[src/rtl/mux_pkg.sv]
// Shared types and elaboration helpers for the pipelined lane multiplexer.
package mux_pkg;

  // Widest select the sideband channel field can carry.
  localparam int CHAN_MAX = 16;

  // Per-sample sideband travelling next to the data through the tree.
  // chan carries the full effective select; each level reads its own bit.
  typedef struct packed {
    logic                valid;
    logic                sync;
    logic [CHAN_MAX-1:0] chan;
  } side_t;

  // Lowest bit index of a lane inside a packed lane bus.
  function automatic int lane_lo(input int lane, input int width);
    return lane * width;
  endfunction

  // Pipeline depth: ceil(select_lines / register_every).
  function automatic int latency(input int s, input int k);
    return (s + k - 1) / k;
  endfunction

  // Lane offset of tree level lvl inside the flattened triangular bus
  // (level 0 holds n lanes, level 1 holds n/2, ... the output holds 1).
  function automatic int lvl_off(input int n, input int lvl);
    return 2 * n - 2 * (n >> lvl);
  endfunction

  // A level is registered after every k-th level and always at the end.
  function automatic int lvl_reg(input int s, input int k, input int lvl);
    return (((lvl + 1) % k) == 0 || lvl == s - 1) ? 1 : 0;
  endfunction

endpackage

[src/rtl/mux_pipe_level.sv]
// One level of the select tree: M lanes in, M/2 lanes out, optionally
// registered together with its sideband.
module mux_pipe_level
  import mux_pkg::*;
#(
  parameter int M   = 2,
  parameter int W   = 2,
  parameter int LVL = 0,
  parameter int REG = 1
) (
  input  logic             clk,
  input  logic             rst,
  input  logic             en,
  input  logic [M*W-1:0]   d_in,
  input  side_t            side_in,
  output logic [M/2*W-1:0] d_out,
  output side_t            side_out
);

  logic [M/2*W-1:0] mux_d;

  // Pair lanes 2j/2j+1 and pick one with this level's select bit.
  genvar gi;
  for (gi = 0; gi < M / 2; gi++) begin : g_mux
    assign mux_d[lane_lo(gi, W) +: W] = side_in.chan[LVL] ?
                                        d_in[lane_lo(2 * gi + 1, W) +: W] :
                                        d_in[lane_lo(2 * gi, W) +: W];
  end

  if (REG != 0) begin : g_reg
    logic [M/2*W-1:0] d_reg;
    side_t            side_reg;

    // Stage register: cleared by reset, frozen while en is low.
    always_ff @(posedge clk) begin
      if (rst) begin
        d_reg    <= '0;
        side_reg <= '0;
      end else if (en) begin
        d_reg    <= mux_d;
        side_reg <= side_in;
      end
    end

    assign d_out    = d_reg;
    assign side_out = side_reg;
  end else begin : g_comb
    assign d_out    = mux_d;
    assign side_out = side_in;
  end

endmodule

[src/rtl/mux_pipe.sv]
// Pipelined 2**SELECT_LINES : 1 lane multiplexer with valid/enable flow
// control and an auto-scan counter for time-division channel readout.
module mux_pipe
  import mux_pkg::*;
#(
  parameter int SELECT_LINES   = 4,
  parameter int DATA_WIDTH     = 2,
  parameter int REGISTER_EVERY = 1
) (
  input  logic                                clk,
  input  logic                                rst,
  input  logic                                en,
  input  logic                                valid_in,
  input  logic [SELECT_LINES-1:0]             select,
  input  logic [DATA_WIDTH*(2**SELECT_LINES)-1:0] data_in,
  input  logic                                scan_en,
  input  logic [SELECT_LINES-1:0]             scan_last,
  output logic [DATA_WIDTH-1:0]               data_out,
  output logic                                valid_out,
  output logic [SELECT_LINES-1:0]             chan_out,
  output logic                                sync_out
);

  localparam int N       = 2 ** SELECT_LINES;
  localparam int LATENCY = latency(SELECT_LINES, REGISTER_EVERY);

  if (REGISTER_EVERY < 1 || REGISTER_EVERY > SELECT_LINES ||
      SELECT_LINES > CHAN_MAX || LATENCY < 1) begin : g_param_check
    $error("mux_pipe: unsupported parameter combination");
  end

  logic [SELECT_LINES-1:0]          scan_cnt_reg;
  logic [SELECT_LINES-1:0]          scan_cnt_next;
  logic [SELECT_LINES-1:0]          eff_sel;
  // All tree levels packed back to back: N, N/2, ..., 1 lanes.
  logic [(2*N-1)*DATA_WIDTH-1:0]    tree;
  side_t                            side [SELECT_LINES+1];
  logic                             unused_chan_hi;

  assign eff_sel = scan_en ? scan_cnt_reg : select;

  assign tree[N*DATA_WIDTH-1:0] = data_in;
  assign side[0] = '{valid: valid_in,
                     sync:  valid_in & scan_en & (eff_sel == scan_last),
                     chan:  CHAN_MAX'(eff_sel)};

  // Next scan channel: walk 0..scan_last, wrap past the end, park at 0
  // whenever scan mode is off so each sweep begins on channel 0.
  always_comb begin
    scan_cnt_next = scan_cnt_reg;
    if (!scan_en) begin
      scan_cnt_next = '0;
    end else if (valid_in) begin
      if (scan_cnt_reg >= scan_last) begin
        scan_cnt_next = '0;
      end else begin
        scan_cnt_next = scan_cnt_reg + SELECT_LINES'(1);
      end
    end
  end

  // Scan counter register, advancing only on enabled cycles.
  always_ff @(posedge clk) begin
    if (rst) begin
      scan_cnt_reg <= '0;
    end else if (en) begin
      scan_cnt_reg <= scan_cnt_next;
    end
  end

  genvar gi;
  for (gi = 0; gi < SELECT_LINES; gi++) begin : g_level
    mux_pipe_level #(
      .M   (N >> gi),
      .W   (DATA_WIDTH),
      .LVL (gi),
      .REG (lvl_reg(SELECT_LINES, REGISTER_EVERY, gi))
    ) u_level (
      .clk      (clk),
      .rst      (rst),
      .en       (en),
      .d_in     (tree[lvl_off(N, gi) * DATA_WIDTH +: (N >> gi) * DATA_WIDTH]),
      .side_in  (side[gi]),
      .d_out    (tree[lvl_off(N, gi + 1) * DATA_WIDTH +: (N >> (gi + 1)) * DATA_WIDTH]),
      .side_out (side[gi+1])
    );
  end

  assign data_out       = tree[lvl_off(N, SELECT_LINES) * DATA_WIDTH +: DATA_WIDTH];
  assign valid_out      = side[SELECT_LINES].valid;
  assign chan_out       = side[SELECT_LINES].chan[SELECT_LINES-1:0];
  assign sync_out       = side[SELECT_LINES].sync & side[SELECT_LINES].valid;
  assign unused_chan_hi = ^side[SELECT_LINES].chan;

endmodule

[config.mk]
export PLATFORM = sky130hd
export DESIGN_NAME = mux_pipe
export DESIGN_NICKNAME = d
export VERILOG_FILES = /design/src/rtl/mux_pkg.sv /design/src/rtl/mux_pipe_level.sv /design/src/rtl/mux_pipe.sv
export SDC_FILE = /design/constraint.sdc
export NUM_CORES = 1
export LEC_CHECK = 0
export CORE_UTILIZATION = 45
export CTS_CLUSTER_DIAMETER = 40
export DETAILED_ROUTE_END_ITERATION = 7
export PLACE_DENSITY = 0.69
export REMOVE_ABC_BUFFERS = 1
export SYNTH_ARGS = -nofsm -noshare
export SYNTH_HDL_FRONTEND = slang
export SYNTH_HIERARCHICAL = 1
export SYNTH_SLANG_ARGS = --single-unit
[constraint.sdc]
create_clock -name clk -period 1.5 [get_ports clk]
set_input_delay 0.15 -clock clk [delete_from_list [all_inputs] [get_ports clk]]
set_output_delay 0.15 -clock clk [all_outputs]
set_load 0.02 [all_outputs]
==> results, run 1 <==
- The number of clock sinks is 58.
- The floorplan step defined a core boundary enclosing 5920 µm².
- The via count of the first global-routing pass is 1,783.
- The clock transition at the registers of the reported paths is 0.06 ns.
- Setup repair after global routing could not meet its margin everywhere.
- The leakage power is 1.40 nW.
- The count of vias placed by the detailed router is 1,953.
- The internal portion of the total power is 2.97 mW.
- The total clock buffers created by CTS is 9.
- In this run the horizontal extent of the chip is 80.3 µm.
- The critical path start-end classification is input pin to flop.
- Pin placement for this block handled between 50 and 60 I/O pins.
- The number of filler cells placed in the layout is 537.
- Measured on the finished design, the core utilization comes to 0.591.
- The clock period minus worst slack is 1.45 ns.
- The initialized floorplan defines 28 standard-cell rows.
- After the last flow step, the layout net total stands at 368.
- The combinational cell fraction of total power is 0.122.
- After detailed routing, the average wire length per cell comes to 11.7 µm.
- Entering global routing, the biggest net connects 59 pins.
- Of the total power, registers draw 0.436.
- The final hold violation count was 0.
- The initial detailed-routing violation count is 69.
- Of the total power, the share spent switching nets is 0.214.
- The cell area after synthesis is 2760 µm².
- The net switching power of the design is 0.809 mW.
- At the end of routability-driven placement, the weighted congestion stood at 0.778.
- The register area is approximately 1200 µm².
- The max-slew violation count is 0.
- The maximum clock skew at final layout is ~0.0065 ns.
- The mean instance size in the synthesized netlist is 10.3 µm².
- The total design power is 3.78 mW.
- The worst setup path is captured at a flop.
- The initial antenna violation count came to 0.
- For the pin with the worst max-slew slack, the measured transition is roughly 0.34 ns.
- The number of cells produced by synthesis is roughly 270.
- Setup violations remaining at the end of the flow were counted as 0.
- Dividing the final minimum period by the clock period gives 0.970.
- The proportion of power drawn by the clock network is 0.442.
- Once detail routing completed, the nets flagged for antenna violations numbered 0.
- For the worst setup path, the data required time is 1.75 ns.
- The data arrival time of the worst path is between 1.5 and 2 ns.
- Of all nets on the critical path, the largest fanout is 4.
- The first global-routing pass estimated 8010 µm of wire.
- The initial core utilization is 0.466.
- The worst setup path is launched from an input pin.
- The multi-input combinational cells in the finished layout cover a total of 1320 µm².
- The min-delay analysis places its worst path in the category input pin to flop.
- During synthesis, Yosys emitted a total of 6 warnings.
- The worst-case IR drop observed on VDD is approximately 0.77 mV.
- The area growth from synthesis to layout is 27.0%.
- After detailed routing, the total wire length is 4660 µm.
- The register with the most flip-flops in the layout has 30 of them.
- The power density over the cells is 1080 nW/µm².
- TritonCTS built the clock tree.
- For the worst-skew pair, the clock arrives at the later sink with an insertion delay of 0.33 ns.
- The tool flagged a number of max-cap violations equal to 0.
- The via-per-instance ratio is 4.91.
- The overflow left after global routing is 0.
- For this run, the total global-route usage over all layers was measured as 0.166.
- Detailed placement ended at an HPWL of 3090 µm.
- The vertical die dimension is 80.3 µm.
- The die area is 6440 µm².
- In this run the tool buffered the top-level ports with 52 buffer cells.
- The maximum clock path buffer count is 2.
- The number of remaining DRC errors is 0.
- The master cell of the clock root buffer is clkbuf_8.
- The highest achievable clock rate is 0.688 GHz.
- The clock tree synthesis step divided the H-tree into 3 levels.
- The worst pin sits at a relative slew slack of 0.773.
- The pre-antenna-repair detailed-routing pass consisted of 4 iterations.
- 0 antenna diodes ended up in the layout.
- The fraction of final layout cells with drive strength greater than 1 is 0.158.
- The flow ran to the end, and the final reports show no timing, DRC or antenna violations.
-- worst paths after layout --
check,from,to,slack (ns),cells past startpoint
worst max-delay path,scan_last[1],scan_cnt_reg[2]$_SDFFE_PP0P_,0.05,7
worst min-delay path,rst,g_level[3].u_level/side_out[17]$_SDFFE_PP0P_,0.27,3
worst max register to register,scan_cnt_reg[0]$_SDFFE_PP0P_,scan_cnt_reg[2]$_SDFFE_PP0P_,0.05,6
worst min register to register,g_level[1].u_level/d_out[2]$_SDFFE_PP0P_,g_level[1].u_level/d_out[2]$_SDFFE_PP0P_,0.48,2
-- worst max-delay path: stages --
cell and delay (ns):
clkdlybuf4s50_1 0.50, inv_1 0.05, ha_1 0.24, or3b_4 0.42, o2111ai_4 0.09, a41oi_2 0.15
nor3_2 0.11
-- power groups by stage --
stage | logic, mW | clock network, mW | registers (mW)
after CTS | 0.458 | 1.72 | 1.65
after floorplan | 0.190 | 0 | 1.68
after detailed placement | 0.457 | 0 | 1.68
after global routing | 0.513 | 1.80 | 1.66
after global placement | 0.451 | 0 | 1.68
final | 0.462 | 1.67 | 1.65
-- layout by cell type, fill, tap and decap left out, types with 3 or more instances in the layout --
| cell | instances |
|---|---|
| mux2_2 | 3 |
| clkinv_2 | 3 |
| inv_1 | 4 |
| buf_4 | 13 |
| buf_12 | 3 |
| bufinv_16 | 3 |
| xnor2_1 | 3 |
| dfxtp_1 | 56 |
| nand3_1 | 3 |
| a211oi_1 | 28 |
| mux2i_1 | 54 |
| clkdlybuf4s50_1 | 48 |
| clkbuf_8 | 9 |
| nor2_1 | 57 |
| ha_1 | 5 |
| nand2_1 | 4 |
-- per-layer routing --
metal | global-route usage | vias up | part of all wire
li1 | - | 1030 | -
met1 | 0.202 | 874 | 0.47
met2 | 0.261 | 40 | 0.47
met3 | 0.0580 | 9 | 0.043
met4 | 0.0804 | 0 | 0.017
met5 | 0 | - | 0
-- metrics by stage --
stage	instance area (µm²)	hold WS, ns	setup TNS (ns)	instances	worst slack (ns)
floorplan	2470	0.215	-0.0355	239	-0.0355
global placement	3240	0.473	-4.21	382	-0.250
detailed placement	3240	0.478	-4.97	382	-0.309
CTS	3470	0.262	-0.0487	398	-0.0487
global route	3500	0.273	-0.00459	398	-0.00459
finish	3500	0.267	0	398	0.0456
-- layout make-up --
type	count	area share
Clock inverter	6	0.0300
Timing Repair Buffer	68	0.193
Tap cell	75	0.0268
Sequential cell	58	0.332
Inverter	5	0.00536
Multi-Input combinational cell	176	0.376
Clock buffer	10	0.0365
-- timing repair --
item,in CTS,in global routing
pin swaps,1,7
hold buffers,0,0
gates resized for setup,1,10
cloned,0,0
setup buffers,0,0
endpoints found under the setup margin,2,5
Note: power is estimated with default switching activity, not from simulation.
==> run 2, diff against run 1 <==
- CORE_UTILIZATION: 45 -> 40
- PLACE_DENSITY: 0.69 -> 0.7
==> results, run 2 (synthesis results as in run 1) <==
- The detail route stage leaves a number of antenna-violating nets equal to 0.
- Dividing the detail-routed wire length by the instance count gives 12.3 µm.
- The kind of launch point of the worst setup path is a flop.
- The final layout contains routed wiring with a total length of 4910 µm.
- The run finished with clean final reports.
- The via-per-instance ratio is 4.87.
- Buffers added to address setup during post-CTS repair amount to 0.
- Among all stages on the critical path, the largest delay is contributed by clkdlybuf4s50_1.
- For this run, the top clock speed supported by timing is between 0.6 and 0.7 GHz.
- The tree is rooted in a clkbuf_8.
- Counting instances, the worst hold path has a depth of 3.
- Data on the critical path is required at its endpoint by 1.35 ns.
- The clock transition at the registers of the reported paths is 0.06 ns.
- After routing, the total negative slack on setup checks comes to 0 ns.
- The final hold violation count came to 0.
- The most frequent standard cell in the layout excluding fill and tap cells is nor2_1.
- The clock insertion delay at the later pin of the skew report is approximately 0.33 ns.
- The worst hold path begins at rst.
- The startpoint identified for the worst register-to-register timing path is scan_cnt_reg[3]$_SDFFE_PP0P_.
- The placement row count is 29.
- The die covers approximately 7200 µm².
- The area growth from synthesis to layout is 26.0%.
- The floorplan step defined a core boundary enclosing 6490 µm².
- The number of detailed-route iterations in the first pass is 4.
- The hold buffer count at cts is 0.
- The number of levels the H-tree was split into is 3.
- For this configuration, the core starts out at a cell density of 0.424.
- Entering global routing, the biggest net connects 59 pins.
- The die is 85.0 µm tall.
- The congestion estimate from routability-driven global placement came to 0.777.
- The power density over the cells is slightly above 1000 nW/µm².
- The top cell types in the final layout, fill and taps aside, are nor2_1, dfxtp_1, mux2i_1, clkdlybuf4s50_1, a211oi_1.
- In this run the deepest clock path goes through 2 buffers.
- In this run the register-to-register setup slack is roughly 0.080 ns.
- The fraction of final layout cells with drive strength greater than 1 is 0.150.
- The overflow left after global routing is 0.
- The via count of the first global-routing pass is ~1,800.
- The worst setup path is of the flop to output port kind.
- Summed over all nets, the half-perimeter wirelength after detailed placement is 3310 µm.
- The switching part of the total power is 0.233.
- The number of maximum-capacitance constraint violations is 0.
- The net switching power of the design is 0.826 mW.
- The number of placed I/O pins is 53.
- The period utilization is 0.964.
- The port buffer count is 52.
- IR analysis of the VDD net gives a maximum drop of 0.547 mV.
- For this run, the post-layout net count is 366.
- The combinational cell fraction of total power is 0.130.
- The initial antenna violation count was 0.
- The worst-margin pin slew is 0.462 ns.
- The core utilization of the finished layout is 0.535.
- The worst hold slack across all endpoints is between 0.2 and 0.3 ns.
- The die is approximately 85 µm wide.
- STA classifies the critical path endpoint as an output port.
- The worst hold path endpoint is g_level[3].u_level/side_out[17]$_SDFFE_PP0P_.
- The share of total power dissipated in sequential elements is 0.465.
- The global-route wire length before repair is approximately 8300 µm.
- The maximum clock skew at final layout is between 0.005 and 0.006 ns.
- The terminus of the critical flop-to-flop path is scan_cnt_reg[0]$_SDFFE_PP0P_.
- The overall global routing resource usage is 0.146.
- The number of remaining DRC errors is 0.
- The clock drives 58 sinks.
- The signal on the critical path passes through clkdlybuf4s50_1.
- The count of inserted antenna diode cells is 0.
- The delay of the slowest cell on the worst path is 0.61 ns.
- The initial detailed-routing violation count is 53.
- The clock period minus worst slack is 1.45 ns.
- The count of final setup violators is 0.
- The max-slew violation count was 0.
- The family of cells with the greatest summed delay on the critical path is buffers and inverters.
- The total clock buffers created by CTS is 9.
- Data arrives at the worst endpoint at 1.30 ns.
- The share of total power dissipated in the clock network is 0.405.
- Together, buffers and inverters on the worst path number 1.
- The critical-path maximum fanout is 2.
- The worst hold path belongs to the class input pin to flop.
- For this block, the via count after detailed routing is 1,937.
- The number of cells on the worst reg-to-reg path is 5.
- Setup repair after global routing left no endpoint under its margin.
- TritonCTS built the clock tree.
- The internal power of the cells totals 2.72 mW.
- For this design the static power due to leakage is about 1.4 nW.
- The number of flip-flops in the largest register is 30.
- The worst relative slew slack is 0.692.
run 2: what timing repair did:
action / 4_1_cts / 5_1_grt
pin swaps: 1 / 5
gates resized for setup: 1 / 6
endpoints found under the setup margin: 2 / 4
run 2: how the worst max path moves through the flow:
stage	startpoint	end	slack, ns	depth (start not counted)
final	g_level[3].u_level/d_out[0]$_SDFFE_PP0P_	data_out[0]	0.05	1
after global routing	scan_en	g_level[0].u_level/side_out[16]$_SDFFE_PP0P_	0.007	6
after CTS	scan_cnt_reg[0]$_SDFFE_PP0P_	scan_cnt_reg[2]$_SDFFE_PP0P_	-0.05	6
after detailed placement	scan_last[0]	scan_cnt_reg[2]$_SDFFE_PP0P_	-0.29	6
after global placement	scan_last[0]	scan_cnt_reg[2]$_SDFFE_PP0P_	-0.25	6
after floorplan	scan_cnt_reg[0]$_SDFFE_PP0P_	scan_cnt_reg[2]$_SDFFE_PP0P_	-0.04	6
run 2: cell type report:
type	instances	area [µm²]
clock inverters	5	52.6
flip-flops and latches	58	1160
inverters	5	18.8
fillers	590	3020
well taps	77	96.3
repair buffers	66	667
multi-input cells	176	1320
clock buffers	11	151
run 2: power groups by stage:
stage,registers (mW),logic (mW),clock network (mW)
floorplan,1.68,0.190,0
global placement,1.68,0.447,0
detailed placement,1.68,0.456,0
CTS,1.65,0.457,1.48
global route,1.66,0.508,1.57
finish,1.65,0.461,1.44
run 2: metal layers:
layer,GRT usage,up-vias,share of wire
met3,0.0486,9,0.048
met1,0.185,854,0.50
met5,0,-,0
met2,0.224,47,0.43
met4,0.0693,0,0.020
li1,-,1027,-
run 2: through the flow:
step,total power [mW],cell area (µm²),worst slack [ns],instances
floorplan,1.87,2470,-0.0355,239
global placement,2.13,3240,-0.253,382
detailed placement,2.14,3240,-0.286,382
CTS,3.59,3440,-0.0535,398
global route,3.73,3470,0.00692,398
finish,3.55,3470,0.0541,398
